<file path="src/rtl/mem_port_ctrl_pkg.sv">
// mem_port_ctrl_pkg: regfile mode encodings, FSM states and default widths for mem_port_ctrl
package mem_port_ctrl_pkg;
  localparam int AW_DEF = 3;
  localparam int DW_DEF = 8;
  localparam logic [1:0] MODE_IDLE  = 2'b00;
  localparam logic [1:0] MODE_READ  = 2'b01;
  localparam logic [1:0] MODE_WRITE = 2'b10;
  typedef enum logic [1:0] {S_IDLE, S_ACCESS, S_CAPTURE, S_RESP} state_t;
endpackage

</file>
<file path="src/rtl/mem_port_ctrl.sv">
// mem_port_ctrl: single-outstanding request sequencer in front of the regfile; MEM_PORT_BURST_EN enables req_len bursts
module mem_port_ctrl
  import mem_port_ctrl_pkg::*;
#(
  parameter int AW = AW_DEF,
  parameter int DW = DW_DEF
) (
  input  logic          clk,
  input  logic          rst_n,
  input  logic          req_valid,
  output logic          req_ready,
  input  logic          req_write,
  input  logic [AW-1:0] req_addr,
  input  logic [DW-1:0] req_wdata,
`ifdef MEM_PORT_BURST_EN
  input  logic [2:0]    req_len,
`endif
  output logic          rsp_valid,
  input  logic          rsp_ready,
  output logic          rsp_write,
  output logic [DW-1:0] rsp_rdata,
  output logic [1:0]    mem_mode,
  output logic [AW-1:0] mem_address,
  output logic [DW-1:0] mem_wdata,
  input  logic [DW-1:0] mem_rdata
);
`ifndef MEM_PORT_BURST_EN
  logic [2:0] req_len;
  assign req_len = '0;
`endif
  state_t        state_q, state_d;
  logic          write_q, write_d;
  logic [2:0]    len_q, len_d;
  logic [1:0]    mem_mode_q, mem_mode_d;
  logic [AW-1:0] mem_address_q, mem_address_d;
  logic [DW-1:0] mem_wdata_q, mem_wdata_d;
  logic          rsp_valid_q, rsp_valid_d;
  logic          rsp_write_q, rsp_write_d;
  logic [DW-1:0] rsp_rdata_q, rsp_rdata_d;
  // mem_address_q/mem_wdata_q double as the latched request address and data
  always_comb begin
    state_d       = state_q;
    write_d       = write_q;
    len_d         = len_q;
    mem_mode_d    = MODE_IDLE;
    mem_address_d = mem_address_q;
    mem_wdata_d   = mem_wdata_q;
    rsp_valid_d   = rsp_valid_q;
    rsp_write_d   = rsp_write_q;
    rsp_rdata_d   = rsp_rdata_q;
    case (state_q)
      S_IDLE: if (req_valid) begin
        state_d       = S_ACCESS;
        write_d       = req_write;
        len_d         = req_len;
        mem_mode_d    = req_write ? MODE_WRITE : MODE_READ;
        mem_address_d = req_addr;
        mem_wdata_d   = req_wdata;
      end
      S_ACCESS: begin
        state_d     = write_q ? S_RESP : S_CAPTURE;
        rsp_valid_d = write_q;
        rsp_write_d = write_q;
        rsp_rdata_d = '0;
      end
      S_CAPTURE: begin
        state_d     = S_RESP;
        rsp_valid_d = 1'b1;
        rsp_rdata_d = mem_rdata;
      end
      S_RESP: if (rsp_ready) begin
        rsp_valid_d = 1'b0;
        state_d     = (len_q != 3'd0) ? S_ACCESS : S_IDLE;
        if (len_q != 3'd0) begin
          len_d         = len_q - 3'd1;
          mem_mode_d    = write_q ? MODE_WRITE : MODE_READ;
          mem_address_d = mem_address_q + 1'b1;
        end
      end
      default: state_d = S_IDLE;
    endcase
  end
  always_ff @(posedge clk or negedge rst_n) begin
    if (!rst_n) begin
      state_q       <= S_IDLE;
      write_q       <= 1'b0;
      len_q         <= '0;
      mem_mode_q    <= MODE_IDLE;
      mem_address_q <= '0;
      mem_wdata_q   <= '0;
      rsp_valid_q   <= 1'b0;
      rsp_write_q   <= 1'b0;
      rsp_rdata_q   <= '0;
    end else begin
      state_q       <= state_d;
      write_q       <= write_d;
      len_q         <= len_d;
      mem_mode_q    <= mem_mode_d;
      mem_address_q <= mem_address_d;
      mem_wdata_q   <= mem_wdata_d;
      rsp_valid_q   <= rsp_valid_d;
      rsp_write_q   <= rsp_write_d;
      rsp_rdata_q   <= rsp_rdata_d;
    end
  end
  assign req_ready   = (state_q == S_IDLE);
  assign mem_mode    = mem_mode_q;
  assign mem_address = mem_address_q;
  assign mem_wdata   = mem_wdata_q;
  assign rsp_valid   = rsp_valid_q;
  assign rsp_write   = rsp_write_q;
  assign rsp_rdata   = rsp_rdata_q;
endmodule

</file>
<file path="config.mk">
export PLATFORM = sky130hd
export DESIGN_NAME = mem_port_ctrl
export DESIGN_NICKNAME = d
export VERILOG_FILES = /design/src/rtl/mem_port_ctrl_pkg.sv /design/src/rtl/mem_port_ctrl.sv
export SDC_FILE = /design/constraint.sdc
export NUM_CORES = 1
export LEC_CHECK = 0
export BUFFER_PORTS_ARGS = -buffer_cell sky130_fd_sc_hd__buf_2
export CAP_MARGIN = 20
export CORE_ASPECT_RATIO = 1.2
export CORE_MARGIN = 2
export CORE_UTILIZATION = 49
export CTS_CLUSTER_SIZE = 8
export DETAILED_ROUTE_END_ITERATION = 12
export HOLD_SLACK_MARGIN = 0.12
export PLACE_DENSITY = 0.78
export SKIP_CTS_REPAIR_TIMING = 1
export SYNTH_ARGS = -nofsm -noshare
export SYNTH_HDL_FRONTEND = slang
export SYNTH_SLANG_ARGS = --single-unit
</file>
<file path="constraint.sdc">
create_clock -name clk -period 2.03 [get_ports clk]
set_input_delay 0.3045 -clock clk [delete_from_list [all_inputs] [get_ports clk]]
set_output_delay 0.3045 -clock clk [all_outputs]
set_load 0.005 [all_outputs]
</file>
Word-level counts from Yosys, hierarchy flattened --
Index checks and enable logic that the tools add are counted.
Storage, ports and cells: flip-flop bits (word level) 29, bits in latches 0, bits in writable memories 0, memory bits (read-only) 0, bits of input ports 24, output and inout bits 24, word-level logic and storage cells 48, memories 0
Cells by class: add/sub/neg operators 2, multiply operators 0, divide/modulo/power cells 0, order comparisons 0, equality and inequality tests 6, shift operators 0, muxes and demuxes 22, bitwise gates (word level) 0, reductions and logical operators 9
Operators with widths (number):
- $mux 3 | 6
- $pmux 8 s2 | 1
- $mux 2 | 7
- $pmux 3 s2 | 2
- $pmux 2 s4 | 1
- $ne 2x2->1 const B | 3
- $reduce_and 2->1 | 3
- $reduce_bool 3->1 | 2
- $eq 2x2->1 const B | 2
- $pmux 2 s2 | 1
- $reduce_and 4->1 | 1
- $reduce_bool 2->1 | 2
- $add 3x1->3 const B | 1
- $mux 1 | 3
- $pmux 1 s3 | 1
- $sub 3x1->3 const B | 1
- $eq 2x1->1 const B | 1
- $logic_not 2->1 | 1

Logic depth before layout (Yosys ltp) --
depth after elaboration 4, depth in mapped cells 7, depth with buffers taken out 6

Worst setup path after synthesis --
No wires, ideal clock.
path type reg2reg, start reg state_q[0], end reg rsp_rdata_q[0], in the netlist rsp_rdata[0], data arrival time 1.331 ns, path slack 0.565 ns, cell stages (with the launch flop) 6, path buffers 2, period minus slack after synthesis 1.465 ns, path through dfrtp_1 -> inv_1 -> ha_1 -> clkbuf_1 -> clkbuf_1 -> o21ai_0
On the way: word-level cells in the longest chain between the ends 2
Ends and longest elaborated chain:
- start, declared | RTL line mem_port_ctrl.sv:31 | state_t state_q, state_d;
- start signal, assigned | RTL line mem_port_ctrl.sv:95 | state_q <= state_d;
- $eq 2x2->1 or $eq 2x1->1 (tied branches) | RTL line mem_port_ctrl.sv:51 | case (state_q)
- $pmux 8 s2 or $reduce_bool 2->1 (tied branches)
- end signal, assigned | RTL line mem_port_ctrl.sv:103 | rsp_rdata_q <= rsp_rdata_d;
- end, declared | RTL line mem_port_ctrl.sv:39 | logic [DW-1:0] rsp_rdata_q, rsp_rdata_d;
Several ways; a longest one is shown, not always the timed one. A chain may end at the register's enable or synchronous reset.

Worst setup path after layout --
start reg state_q[1], end out req_ready
On the way: word-level cells in the longest chain between the ends 1
Ends and longest elaborated chain:
- $logic_not 2->1 | RTL line mem_port_ctrl.sv:106 | assign req_ready = (state_q == S_IDLE);
- end, declared | RTL line mem_port_ctrl.sv:11 | output logic req_ready,
Every way passes these cells.

==> metrics.md <==
| Metric | Value |
|---|---|
| Worst Clk Skew | `6.904 ps` |
| Max Clk Rate | `about 550 MHz` |
| Crit path max-delay family | `flip-flops` |
| Syn Inst Count | `136` |
| Die Width | `about 53 um` |
| Max VDD drop | `0.8713 mV` |
| Adder-Cell Fraction of Synth Area | `0.06103` |
| Post-synthesis mux area share | `0.09154` |
| Fillers | `250` |
| Synth Area in Compound Gates | `0.1491` |
| IO Pins | `48` |
| Slew margin rel. | `0.5848` |
| Total power | `2.491 mW` |
| CTS tree | `built` |
| DRC | `0` |
| Die ar. | `3380 sq um` |
| Minimum clock period | `1818 ps` |
| Slowest cell on crit path | `dfrtp_1` |
| Final setup violation count | `0` |
| DR vias/cell | `5.417` |
| Total core area | `roughly 2800 sq um` |
| Vias | `roughly 1,200` |
| Hold Fails Final Rpt | `0` |
| First-pass GRT wire length | `a little under 5000 um` |
| Syn nets | `around 170` |
| Synth Cell Area | `1435 sq um` |
| Critical Path Start Type | `flip-flop` |
| Port Buf Inserts | `47` |
| DP HPWL | `2231 um` |
| Clk Latency, worst-skew pair | `around 320 ps` |
| Die Y | `63.29 um` |
| CP peak stage delay | `430 ps` |
| Layout cells sized above 1 | `0.3297` |
| Hold depth | `2` |
| CTS max path bufs | `2` |
| Hold Path Class | `input pin to flip-flop` |
| Depth of the most critical reg-to-reg path | `6` |
| Post-synth ARST share | `1.000` |
| Synth warn | `0` |
| DRT Pass-1 Iters | `4` |
| Ys flop type | `dfrtp_1` |
| FF+latch count, synth | `29` |
| Crit path kind | `flip-flop to output port` |
| Ratio of final minimum period to clock period | `0.8957` |
| Slew Viols, Final | `0` |
| Worst-path fanout max | `9` |
| Simple-gate area share of the yosys netlist | `0.1273` |
| GPL Wtd Cong | `between 0.7 and 0.8` |
| Number of routed nets with antenna violations | `0` |
| GR Util All Layers | `0.2039` |
| Cts bufs inserted | `5` |
| Number of global-route vias before repair | `between 1,000 and 1,500` |
| Antenna violations before repair | `0` |
| Area contributors post-synth | `dfrtp_1, mux2_1, ha_1, nand3_1, o21ai_0` |
| Syn Area/Cell | `10.55 sq um` |
| Measured slew at the worst slew-check pin | `622.8 ps` |
| EDFF count, synth | `0` |
| RSZ-0062 raised after global routing | `false` |
| Largest net degree at the start of global routing | `30` |
| CTS Sinks | `29` |
| N_diodes | `0` |
| Pwr dens | `1443 nW/um^2` |
| Register area | `725.7 sq um` |
| CP required | `1730 ps` |
| Starting DRT DRC Count | `24` |
| Critical Path AT | `between 1500 and 2000 ps` |
| Nets | `approximately 210` |
| Routed wire length | `between 3000 and 4000 um` |
| Synthesis-to-layout area growth | `20.31%` |
| Yosys top cell by area | `dfrtp_1` |
| Yosys top cell area share | `0.5057` |
| Setup total negative slack | `0 ps` |
| Initial Util | `0.5153` |
| H-tree depth | `2` |
| Pleak | `0.8507 nW` |
| Largest family of logic cells by synthesized area | `compound AO/OA/AOI/OAI gates` |
| Routed len/inst | `13.91 um` |
| Clock slew at reported path FFs | `roughly 80 ps` |
| Crit end category | `output port` |
| Netlist cell types | `32` |
| Number of cells on the critical path | `4` |
| Worst-path cell chain | `inv_1 > ha_1 > buf_4 > buf_2` |
| # Max-Cap Violations | `0` |
| Xor/xnor share of the synthesized area | `0` |
| Register area share after synthesis | `0.5057` |
| Grt ovf | `0` |
| Row cnt | `21` |
| Multi-input logic area | `between 600 and 700 sq um` |
| Status | `finished, final reports clean` |
| Commonest cells in the netlist | `dfrtp_1, nand3_1, inv_1, o21ai_0, mux2_1` |
| WP buf/inv | `3` |
| Clk root buf | `clkbuf_4` |
| Top-count cell post-synth | `dfrtp_1` |
[through the flow]
step / instances / hold slack [ps] / cell area (sq um) / utilization / worst slack (ps)
2_1_floorplan: 136 / 8.909 / 1435 / - / 565.0
3_3_place_gp: 209 / 356.8 / 1672 / 0.6002 / 308.6
3_5_place_dp: 209 / 359.9 / 1672 / 0.6002 / 209.1
4_1_cts: 215 / -7.094 / 1714 / 0.6155 / 195.4
5_1_grt: 216 / 175.0 / 1727 / 0.6199 / 87.66
6_report: 216 / 190.3 / 1727 / 0.6199 / 211.7
[layer usage]
metal  track usage  vias to the layer above  routed length [um]
li1              -                      569                   -
met1        0.2366                      558                1282
met2        0.3318                       39                1491
met3       0.07109                        4                 194
met4       0.08654                        0                  36
met5             0                        -                   0
[final cells by class]
type,instances,area share
Tap cell,34,0.02464
Sequential cell,29,0.4203
Clock buffer,5,0.02174
Multi-Input combinational cell,86,0.3580
Inverter,12,0.02609
Clock inverter,1,0.002899
Timing Repair Buffer,49,0.1464
[cell usage in the layout, fill, tap and decap left out, types with 2 or more instances in the layout]
cell / count
a21oi_1: 5
a22o_1: 2
buf_2: 47
clkbuf_4: 5
dfrtp_1: 29
ha_1: 7
inv_1: 12
mux2_1: 8
mux2i_1: 3
nand2_1: 5
nand3_1: 13
nand3b_1: 2
nor2_1: 4
nor2b_1: 2
o21ai_0: 12
o22a_1: 4
o22ai_1: 5
[cell families (layout without fill, tap and decap cells)]
kind of cell,Yosys count,in the layout
flip-flops,29,29
multiplexers,12,12
AO/OA/AOI/OAI,34,34
adder cells (fa/ha/maj),7,7
buffers and inverters,21,67
AND/OR/NAND/NOR,33,33
[worst paths after layout]
| kind | slack, ps | endpoint | from |
|---|---|---|---|
| setup reg to reg | 330 | mem_address[1]$_DFFE_PN0P_ | state_q[1]$_DFFE_PN0P_ |
| setup / recovery | 210 | req_ready | state_q[1]$_DFFE_PN0P_ |
| max in group asynchronous | 1090 | rsp_valid$_DFFE_PN0P_ | rst_n |
| min in group asynchronous | 530 | mem_address[2]$_DFFE_PN0P_ | rst_n |
| hold reg to reg | 500 | mem_wdata[2]$_DFFE_PN0P_ | mem_wdata[2]$_DFFE_PN0P_ |
| hold / removal | 190 | mem_wdata[1]$_DFFE_PN0P_ | req_wdata[1] |
[sequential cells by signal, indices dropped and copies added, names as in the netlist]
| signal | flops |
|---|---|
| rsp_rdata | 8 |
| rsp_write | 1 |
| len_q | 3 |
| mem_mode | 2 |
| write_q | 1 |
| state_q | 2 |
| mem_wdata | 8 |
| mem_address | 3 |
| rsp_valid | 1 |
[power by group]
group | total [mW] | internal, mW | switching, mW
Sequential | 0.960 | 0.801 | 0.159
Clock | 0.296 | 0.120 | 0.176
Combinational | 1.24 | 0.565 | 0.671
(Power assumes the default switching activity.)
